[src/rtl/pipe_stage_chain_pkg.sv]
// Shared defaults and types for the pipeline stage-register chain.
// Holds the stall-vector sizing helper and the per-register update actions.
package pipe_stage_chain_pkg;

  localparam int STAGES_DEF = 4;
  localparam int DATA_W_DEF = 32;
  localparam int CNT_W_DEF  = 16;

  // NOP is encoded as an all-zero payload; BUBBLE_VAL replicates this bit.
  localparam logic NOP_BIT = 1'b0;

  // One stall bit per pipeline stage S0..S_STAGES.
  function automatic int stall_w(input int stages);
    return stages + 1;
  endfunction

  typedef enum logic [1:0] {
    REG_LOAD   = 2'd0,
    REG_HOLD   = 2'd1,
    REG_BUBBLE = 2'd2,
    REG_FLUSH  = 2'd3
  } reg_action_e;

endpackage

[src/rtl/pipe_stage_chain_reg.sv]
// One stage register Rk with flush, bubble insertion and stall hold.
// stall_up is the stall of the stage feeding this register, stall_dn the stage it feeds.
module pipe_stage_reg
  import pipe_stage_chain_pkg::*;
#(
  parameter int                DATA_W     = DATA_W_DEF,
  parameter logic [DATA_W-1:0] BUBBLE_VAL = {DATA_W{NOP_BIT}}
) (
  input  logic              clk,
  input  logic              rst,
  input  logic              flush,
  input  logic              stall_up,
  input  logic              stall_dn,
  input  logic [DATA_W-1:0] d,
  input  logic              vld_in,
  output logic [DATA_W-1:0] q,
  output logic              vld
);

  reg_action_e action;

  // Flush wins over everything; a stalled producer feeding a running consumer
  // leaves a bubble behind so the consumer does not see the same payload twice.
  always_comb begin
    action = REG_HOLD;
    if (flush)
      action = REG_FLUSH;
    else if (stall_up && !stall_dn)
      action = REG_BUBBLE;
    else if (!stall_up)
      action = REG_LOAD;
  end

  always_ff @(posedge clk) begin
    if (!rst) begin
      q   <= BUBBLE_VAL;
      vld <= 1'b0;
    end else begin
      unique case (action)
        REG_FLUSH, REG_BUBBLE: begin
          q   <= BUBBLE_VAL;
          vld <= 1'b0;
        end
        REG_LOAD: begin
          q   <= d;
          vld <= vld_in;
        end
        default: begin
          q   <= q;
          vld <= vld;
        end
      endcase
    end
  end

endmodule

[src/rtl/pipe_stage_chain.sv]
// Chain of STAGES pipeline registers with a central stall resolver and
// saturating stall/bubble performance counters.
module pipe_stage_chain
  import pipe_stage_chain_pkg::*;
#(
  parameter int                STAGES     = STAGES_DEF,
  parameter int                DATA_W     = DATA_W_DEF,
  parameter logic [DATA_W-1:0] BUBBLE_VAL = {DATA_W{NOP_BIT}},
  parameter int                CNT_W      = CNT_W_DEF
) (
  input  logic                     clk,
  input  logic                     rst,
  input  logic [STAGES*DATA_W-1:0] stage_d_i,
  input  logic [STAGES-1:0]        stage_vld_i,
  input  logic [STAGES:0]          stall_req_i,
  input  logic [STAGES-1:0]        flush_i,
  input  logic                     cnt_clr_i,
  output logic [STAGES*DATA_W-1:0] stage_q_o,
  output logic [STAGES-1:0]        stage_vld_o,
  output logic [STAGES:0]          stall_o,
  output logic                     pc_hold_o,
  output logic [CNT_W-1:0]         stall_cnt_o,
  output logic [CNT_W-1:0]         bubble_cnt_o
);

  localparam int STALL_W = stall_w(STAGES);
  localparam logic [CNT_W-1:0] CNT_MAX = {CNT_W{1'b1}};

  logic [STALL_W-1:0] stall_v;
  logic               any_bubble;

  // A stalling stage freezes itself and everything upstream: suffix OR from the top.
  always_comb begin
    logic acc;
    acc     = 1'b0;
    stall_v = '0;
    for (int j = STALL_W - 1; j >= 0; j--) begin
      acc        = acc | stall_req_i[j];
      stall_v[j] = acc;
    end
  end

  assign stall_o    = stall_v;
  assign pc_hold_o  = stall_v[0];
  assign any_bubble = |(stall_v[STAGES-1:0] & ~stall_v[STAGES:1]);

  for (genvar k = 1; k <= STAGES; k++) begin : g_reg
    pipe_stage_reg #(
      .DATA_W     (DATA_W),
      .BUBBLE_VAL (BUBBLE_VAL)
    ) u_reg (
      .clk      (clk),
      .rst      (rst),
      .flush    (flush_i[k-1]),
      .stall_up (stall_v[k-1]),
      .stall_dn (stall_v[k]),
      .d        (stage_d_i[(k-1)*DATA_W +: DATA_W]),
      .vld_in   (stage_vld_i[k-1]),
      .q        (stage_q_o[(k-1)*DATA_W +: DATA_W]),
      .vld      (stage_vld_o[k-1])
    );
  end

  always_ff @(posedge clk) begin
    if (!rst) begin
      stall_cnt_o  <= '0;
      bubble_cnt_o <= '0;
    end else if (cnt_clr_i) begin
      stall_cnt_o  <= '0;
      bubble_cnt_o <= '0;
    end else begin
      if (stall_v[0] && stall_cnt_o != CNT_MAX)
        stall_cnt_o <= stall_cnt_o + 1'b1;
      if (any_bubble && bubble_cnt_o != CNT_MAX)
        bubble_cnt_o <= bubble_cnt_o + 1'b1;
    end
  end

endmodule

[config.mk]
export PLATFORM = sky130hd
export DESIGN_NAME = pipe_stage_chain
export DESIGN_NICKNAME = d
export VERILOG_FILES = /design/src/rtl/pipe_stage_chain_pkg.sv /design/src/rtl/pipe_stage_chain_reg.sv /design/src/rtl/pipe_stage_chain.sv
export SDC_FILE = /design/constraint.sdc
export NUM_CORES = 1
export LEC_CHECK = 0
export CORE_ASPECT_RATIO = 0.6
export CORE_MARGIN = 2
export CORE_UTILIZATION = 46
export CTS_CLUSTER_SIZE = 14
export DETAILED_ROUTE_END_ITERATION = 8
export HOLD_SLACK_MARGIN = 0.05
export PLACE_DENSITY = 0.95
export SLEW_MARGIN = 20
export SYNTH_ARGS = -nofsm -noshare
export SYNTH_HDL_FRONTEND = slang
export SYNTH_HIERARCHICAL = 1
export SYNTH_SLANG_ARGS = --single-unit
[constraint.sdc]
create_clock -name clk -period 5.1 [get_ports clk]
set_input_delay 1.275 -clock clk [delete_from_list [all_inputs] [get_ports clk]]
set_output_delay 1.275 -clock clk [all_outputs]
set_load 0.01 [all_outputs]
==> results.md, run 1 <==
- Synth Warn #: 6
- RSZ-0062 raised after global routing: false
- Fin crit period: 4.398 ns
- Chip Height: ~100 um
- Post-synth EDFFs: 0
- Global route total overflow: 0
- First-pass GRT wire length: approximately 34000 um
- R2R cell count: 5
- Endpoints failing setup: 0
- Register share of total power: 0.452
- Ant diodes: 0
- WHS: 0.4649 ns
- Worst vdd rail ir drop: 0.1721 mV
- GRT Overall Usage: 0.2503
- Ys flop type: dfxtp_1
- Post-synthesis cell area: roughly 0.0073 sq mm
- Initial DRC count: between 400 and 500
- FILL cells: about 1200
- Startpoint types: input pin
- Clock transition at path regs: ~0.070 ns
- Most common cell in the netlist: dfxtp_1
- Syn_area_per_cell: between 9 and 10 sq um
- Clock Tree Root: clkbuf_16
- CTS tree: done
- Share of cells above drive strength 1: 0.1220
- Post-CTS setup buffer count: 0
- DP HPWL: 15360 um
- Fmax: 227.4 MHz
- Switching power share of the total: 0.2365
- Synthesis-to-finish area growth: 49.85%
- Reg-to-reg setup timing slack: between 2 and 3 ns
- MaxCap Viol Count: 0
- CP Capture Type: output pin
- Register area share after synthesis: 0.4506
- Clk sinks: 164
- I/O Buffers: ~310
- GP Congestion: about 0.85
- Final setup margin: approximately 0.7 ns
- Fin. Hold Viols: 0
- Vias/cell: about 5.4
- PD cells: about 260 mW/mm^2
- Syn_nets: ~940
- Sw Pwr: between 0.6 and 0.7 mW
- Hold path depth: 2
- Area of the core: between 0.015 and 0.02 sq mm
- Starting Density: 0.4726
- Period utilization: 0.8624
- Status: finished, final reports clean
- Critical path required time: approximately 3.8 ns
- Initial antenna violation count: 0
- Drt first pass iters: 5
- Post-Synthesis Cells: between 700 and 800
- Worst Path Arrival: roughly 3.1 ns
- Die Area: roughly 0.017 sq mm
- Row count: 35
- Clock skew: roughly 0.008 ns
- I/O pins: roughly 310
- Cell-internal power: about 2.2 mW
- Clock power frac: 0.457
- Distinct cells, synth: 39
- Setup TNS: 0 ns
- Largest net degree at the start of global routing: 100
- Max Slew Vio Count: 0
- Kind of critical path: input pin to output pin
- LEAKAGE: approximately 3.4 nW
- CP max FO: 15
- WL/cell: roughly 17 um
- Cts hold-fix bufs: 0
- Slew margin rel.: 0.2746
- Synth top area cells: dfxtp_1 (45%), nand2b_1 (12%), a21oi_1 (7.8%)
- Worst min path class: flip-flop to flip-flop
- Slew @ Worst Pin: 1.086 ns
- Clock latency on the worst-skew pair: 0.41 ns
- Vias in the first global route: 6775
- Post-CTS Resized: 0
- Synth Register Bits: roughly 160
- Pre-CTS setup slack: between 0.7 and 0.8 ns
- Ys async rst share: 0
- Total number of vias: around 7000
- Final wirelength: 21900 um
- Antenna Nets Post-Route: 0
- Max Root-Sink Buffers: 2
- Top cell type's share of synthesized area: 0.4506
- Final nets: 1215
- H-tree levels: 4
- Comb pwr share: 0.091
- Die width: roughly 170 um
- # DRC: 0
- CTS buffer count: 17
- Dominant cell type by area after synthesis: dfxtp_1
- Synth cell count leaders: dfxtp_1 (164), nand2b_1 (143), a21oi_1 (114)
[layout by cell type (no fill, tap or decap), types with 6 or more instances in the layout]
cell type	n
a21oi_2	40
nand3_2	40
nand2b_1	142
o21ai_0	10
buf_4	12
dfxtp_1	164
nand4_1	7
or4_1	16
nand3_1	103
nand2_1	18
clkbuf_16	17
or3_1	6
o31ai_1	13
a21oi_1	114
clkdlybuf4s50_1	312
[flip-flops by register name, summed over array words and instances, names as in the netlist]
| register | count |
|---|---|
| bubble_cnt_o | 16 |
| g.u_reg/q | 128 |
| g.u_reg/vld | 4 |
| stall_cnt_o | 16 |
[per-layer routing]
layer	global-route usage	part of all wire	wire length, um
met5	0	0	0
met4	0.08621	0.021	468
met3	0.07347	0.082	1794
met2	0.4240	0.47	10300
met1	0.3098	0.43	9336
[power by group through the flow]
stage	sequential (mW)	combinational [mW]	clock, mW
floorplan	1.34	0.103	0
detailed placement	1.33	0.261	0
finish	1.30	0.262	1.32
CTS	1.30	0.262	1.34
global placement	1.33	0.257	0
global route	1.30	0.280	1.40
[through the flow]
step | area (sq um) | power (mW) | utilization | instances
5_1_grt | 10920 | 2.983 | 0.7083 | 1285
4_1_cts | 10910 | 2.902 | 0.7077 | 1285
6_report | 10920 | 2.878 | 0.7083 | 1285
3_3_place_gp | 10300 | 1.587 | 0.6683 | 1253
2_1_floorplan | 7286 | 1.439 | - | 796
3_5_place_dp | 10300 | 1.592 | 0.6683 | 1253
[layout make-up]
| cell class | count | area, sq um | share of cell area |
|---|---|---|---|
| clock buffers | 19 | 442.9 | 0.04057 |
| multi-input cells | 558 | 3545 | 0.3247 |
| clock inverters | 13 | 163.9 | 0.01501 |
| flip-flops and latches | 164 | 3283 | 0.3007 |
| inverters | 3 | 11.26 | 0.001031 |
| well taps | 203 | 254.0 | 0.02326 |
| repair buffers | 325 | 3218 | 0.2948 |
[cells by family (layout without fill, tap and decap cells)]
| family | Yosys count | in the layout | synth area share |
|---|---|---|---|
| muxes | 5 | 5 | 0.006870 |
| DFF | 164 | 164 | 0.4506 |
| AOI/OAI and AO/OA | 191 | 191 | 0.1631 |
| and+or+nand+nor | 360 | 360 | 0.3105 |
| buffers and inverters | 74 | 360 | 0.06543 |
| adders and majority gates | 2 | 2 | 0.003434 |
[final timing paths]
| kind | startpoint | end |
|---|---|---|
| worst min register to register | g_reg[4].u_reg/q[27] | g_reg[4].u_reg/q[27] |
| worst min-delay path | g_reg[4].u_reg/q[27] | g_reg[4].u_reg/q[27] |
| worst max register to register | stall_cnt_o[0] | stall_cnt_o[1] |
| worst max-delay path | stall_req_i[3] | pc_hold_o |
[critical path, cell delays in order]
cell and delay (ns):
clkdlybuf4s50_1 0.46, nor3_1 0.23, buf_4 0.18, inv_2 0.05, nor3_1 0.23, inv_2 0.18, clkdlybuf4s50_1 0.52
Power figures use the tool's default switching activity.
==> inputs of run 2 (changes only) <==
--- a/config.mk
+++ b/config.mk
@@ -7,7 +7,7 @@
 export LEC_CHECK = 0
 export CORE_ASPECT_RATIO = 0.6
 export CORE_MARGIN = 2
-export CORE_UTILIZATION = 46
+export CORE_UTILIZATION = 44
 export CTS_CLUSTER_SIZE = 14
 export DETAILED_ROUTE_END_ITERATION = 8
 export HOLD_SLACK_MARGIN = 0.05
@@ -15,5 +15,4 @@
 export SLEW_MARGIN = 20
 export SYNTH_ARGS = -nofsm -noshare
 export SYNTH_HDL_FRONTEND = slang
-export SYNTH_HIERARCHICAL = 1
 export SYNTH_SLANG_ARGS = --single-unit
==> run 2 against run 1 <==
Against the previous run: final cell count is 11% lower; critical endpoint is now stall_o[0]; worst hold slack improved by 0.056 ns; combinational power decreased by 3%; highest routed layer unchanged; sequential cell count did not move; count of clock-buffer cells in the layout is 1 lower.
==> results.md, run 2 <==
- Status: finished, final reports clean (unchanged)
- Syn_area_per_cell: 10.05 sq um (was 9.153 sq um)
- Critical path required time: 3.83 ns (about the same)
- Sw Pwr: 0.6576 mW (was 0.6808 mW)
- Clock power frac: 0.444 (was 0.457)
- Post-CTS setup buffer count: 0 (unchanged)
- Max Root-Sink Buffers: 2 (unchanged)
- Final nets: 1075 (was 1215)
- Startpoint types: input pin (unchanged)
- CTS buffer count: 17 (unchanged)
- Fin crit period: 4.647 ns (was 4.398 ns)
- Post-synth EDFFs: 0 (unchanged)
- I/O pins: 314 (unchanged)
- Hold path start: g_reg[2].u_reg.vld (was g_reg[4].u_reg/q[27])
- Commonest cells after routing, fill and taps aside: clkdlybuf4s50_1 (312), dfxtp_1 (164), nor2b_1 (133) (was clkdlybuf4s50_1 (312), dfxtp_1 (164), nand2b_1 (142))
- Ant diodes: 0 (unchanged)
- Setup TNS: 0 ns (unchanged)
- WL/cell: 17.36 um (was 17.04 um)
- Cts hold-fix bufs: 0 (unchanged)
- Comb pwr share: 0.091 (about the same)
- LEAKAGE: 3.346 nW (was 3.425 nW)
- Worst min path class: flip-flop to flip-flop (unchanged)
- Top reg by flops: g.u_reg.q (was g.u_reg/q)
- Antenna Nets Post-Route: 0 (unchanged)
- CP Capture Type: output pin (unchanged)
- Largest net degree at the start of global routing: 73 (was 100)
- Slowest CP cell: or4_1 (was clkdlybuf4s50_1)
- Slew margin rel.: 0.3851 (was 0.2746)
- Post-synthesis cell area: 0.006494 sq mm (was 0.007286 sq mm)
- PD cells: 273.5 mW/mm^2 (was 263.6 mW/mm^2)
- Die Area: 0.01578 sq mm (was 0.01689 sq mm)
- Final wirelength: 19800 um (was 21900 um)
- Clock transition at path regs: 0.06 ns (was 0.07 ns)
- CP Cell Sequence: clkdlybuf4s50_1 -> or4_1 -> nor2_8 -> inv_4 -> clkdlybuf4s50_1 (was clkdlybuf4s50_1 -> nor3_1 -> buf_4 -> inv_2 -> nor3_1 -> inv_2 -> clkdlybuf4s50_1)
- First-pass GRT wire length: 30970 um (was 34210 um)
- GRT Overall Usage: 0.2435 (was 0.2503)
- Number of flip-flops in the largest register: 128 (unchanged)
- Biggest regs: g.u_reg.q: 128 flops, bubble_cnt_o: 16 flops, stall_cnt_o: 16 flops (was g.u_reg/q: 128 flops, bubble_cnt_o: 16 flops, stall_cnt_o: 16 flops)
- Dominant cell type by area after synthesis: dfxtp_1 (unchanged)
- Worst vdd rail ir drop: 0.1792 mV (was 0.1721 mV)
- Synth Register Bits: 164 (unchanged)
- Synthesis-to-finish area growth: 57.50% (was 49.85%)
- # DRC: 0 (unchanged)
- Vias in the first global route: 5940 (was 6775)
- Most common cell on crit path: clkdlybuf4s50_1
- Most common cell in the netlist: dfxtp_1 (unchanged)
- Slew @ Worst Pin: 0.9140 ns (was 1.086 ns)
- CTS tree: done (unchanged)
- Register share of total power: 0.466 (was 0.452)
- Vias/cell: 5.261 (was 5.436)
- Global route total overflow: 0 (unchanged)
- Post-CTS Resized: 0 (unchanged)
- Top cell type's share of synthesized area: 0.5056 (was 0.4506)
- Ys async rst share: 0 (unchanged)
- Period utilization: 0.9112 (was 0.8624)
- Post-Synthesis Cells: 646 (was 796)
- Total number of vias: 5997 (was 6985)
- Worst Path Arrival: 3.37 ns (was 3.12 ns)
- Fin. Hold Viols: 0 (unchanged)
- Distinct cells, synth: 47 (was 39)
- Initial DRC count: 404 (was 422)
- Buf/Inv on CP: 3 (was 5)
- Switching power share of the total: 0.2351 (was 0.2365)
- GP Congestion: 0.8753 (was 0.8515)
- Synth cell count leaders: dfxtp_1 (164), nor2b_1 (137), a22oi_1 (122) (was dfxtp_1 (164), nand2b_1 (143), a21oi_1 (114))
- Synth top area cells: dfxtp_1 (51%), a22oi_1 (14%), nor2b_1 (13%) (was dfxtp_1 (45%), nand2b_1 (12%), a21oi_1 (7.8%))
- Commonest non-fill, non-tap cell in the layout: clkdlybuf4s50_1 (unchanged)
- H-tree levels: 4 (unchanged)
- Max Slew Vio Count: 0 (unchanged)
- Clock latency on the worst-skew pair: 0.41 ns (about the same)
- Worst R2R Start: stall_cnt_o[9] (was stall_cnt_o[0])
- DP HPWL: 14160 um (was 15360 um)
- I/O Buffers: 313 (unchanged)
- Fmax: 215.2 MHz (was 227.4 MHz)
- Critical path origin: stall_req_i[4] (was stall_req_i[3])
- CP max FO: 7 (was 15)
- Synth Warn #: 0 (was 6)
- Row count: 34 (was 35)
- Share of cells above drive strength 1: 0.07431 (was 0.1220)
- MaxCap Viol Count: 0 (unchanged)
- Clock Tree Root: clkbuf_16 (unchanged)
- Kind of critical path: input pin to output pin (unchanged)
- Cell-internal power: 2.140 mW (was 2.198 mW)
- Area of the core: 0.01446 sq mm (was 0.01541 sq mm)
- Die width: 160.8 um (was 166.5 um)
- Ys flop type: dfxtp_1 (unchanged)
- Syn_nets: 792 (was 942)
- Clk sinks: 164 (unchanged)
- Starting Density: 0.4490 (was 0.4726)
- Initial antenna violation count: 0 (unchanged)
- Crit path max-delay family: buffers and inverters (unchanged)
- Fin util: 0.7071 (was 0.7083)
- CP max stage delay: 0.81 ns (was 0.52 ns)
- Register area share after synthesis: 0.5056 (was 0.4506)
- Clock skew: 0.01044 ns (was 0.007932 ns)
- RSZ-0062 raised after global routing: false (unchanged)
- Endpoints failing setup: 0 (unchanged)
- Chip Height: 98.10 um (was 101.5 um)
- Drt first pass iters: 5 (unchanged)
run 2: cell types whose count changed after synthesis, moves of 25 or more:
cell / delta
a21oi_1: -106
a21oi_2: -40
a22oi_1: +122
buf_2: -30
nand2b_1: -141
nand3_1: -92
nand3_2: -40
nor2_1: +25
nor2b_1: +136
run 2: cells by family (layout without fill, tap and decap cells):
logic type,Yosys count,after routing,synth area share
DFF,164,164,0.5056
adders and majority gates,2,2,0.003853
buffers and inverters,61,357,0.04721
and+or+nand+nor,242,242,0.2308
AOI/OAI and AO/OA,156,156,0.1840
muxes,1,1,0.001541
xor gates and xnor gates,20,20,0.02698
run 2: final cells by class:
type | count | area (sq um)
fill | 1024 | 4237
multi-input combinational | 421 | 2922
clock inverter | 14 | 140.1
tap | 198 | 247.7
inverter | 4 | 17.52
sequential | 164 | 3283
timing repair buffer | 321 | 3188
clock buffer | 18 | 429.2
run 2: worst paths after layout:
path	end	slack (ns)	depth (start not counted)
worst max-delay path	stall_o[0]	0.45	5
worst min-delay path	g_reg[2].u_reg.vld	0.52	2
worst max register to register	stall_cnt_o[0]	3.00	5
worst min register to register	g_reg[2].u_reg.vld	0.52	2
run 2: worst register-to-register path, cell delays in order, from the launching register on:
cell,delay [ns]
dfxtp_1,0.48
nand4_1,0.22
nor4_1,0.83
nor2_1,0.18
xnor2_1,0.20
nor2_1,0.06
run 2: per-layer routing:
metal / routed length [um] / GRT usage / vias up
met5: 0 / 0 / -
met4: 309 / 0.06868 / 0
met3: 1526 / 0.08836 / 22
met2: 9634 / 0.4211 / 223
met1: 8324 / 0.2871 / 2889
li1: - / - / 2863
run 2: through the flow:
| step | power, mW | cells | instance area (sq um) | worst slack, ns | hold slack (ns) |
|---|---|---|---|---|---|
| 3_5_place_dp | 1.584 | 1108 | 9656 | 0.4499 | 0.5055 |
| 3_3_place_gp | 1.578 | 1108 | 9656 | 0.5182 | 0.4984 |
| 5_1_grt | 2.905 | 1140 | 10230 | 0.3943 | 0.5369 |
| 6_report | 2.797 | 1140 | 10230 | 0.4531 | 0.5206 |
| 4_1_cts | 2.824 | 1140 | 10220 | 0.4571 | 0.5199 |
| 2_1_floorplan | 1.422 | 646 | 6494 | 1.566 | 0.4891 |
run 2: power by group through the flow:
stage               sequential (mW)  clock [mW]  combinational (mW)
global placement               1.33           0               0.248
detailed placement             1.33           0               0.253
floorplan                      1.34           0              0.0852
CTS                            1.30        1.27               0.254
finish                         1.30        1.24               0.254
global route                   1.30        1.33               0.271
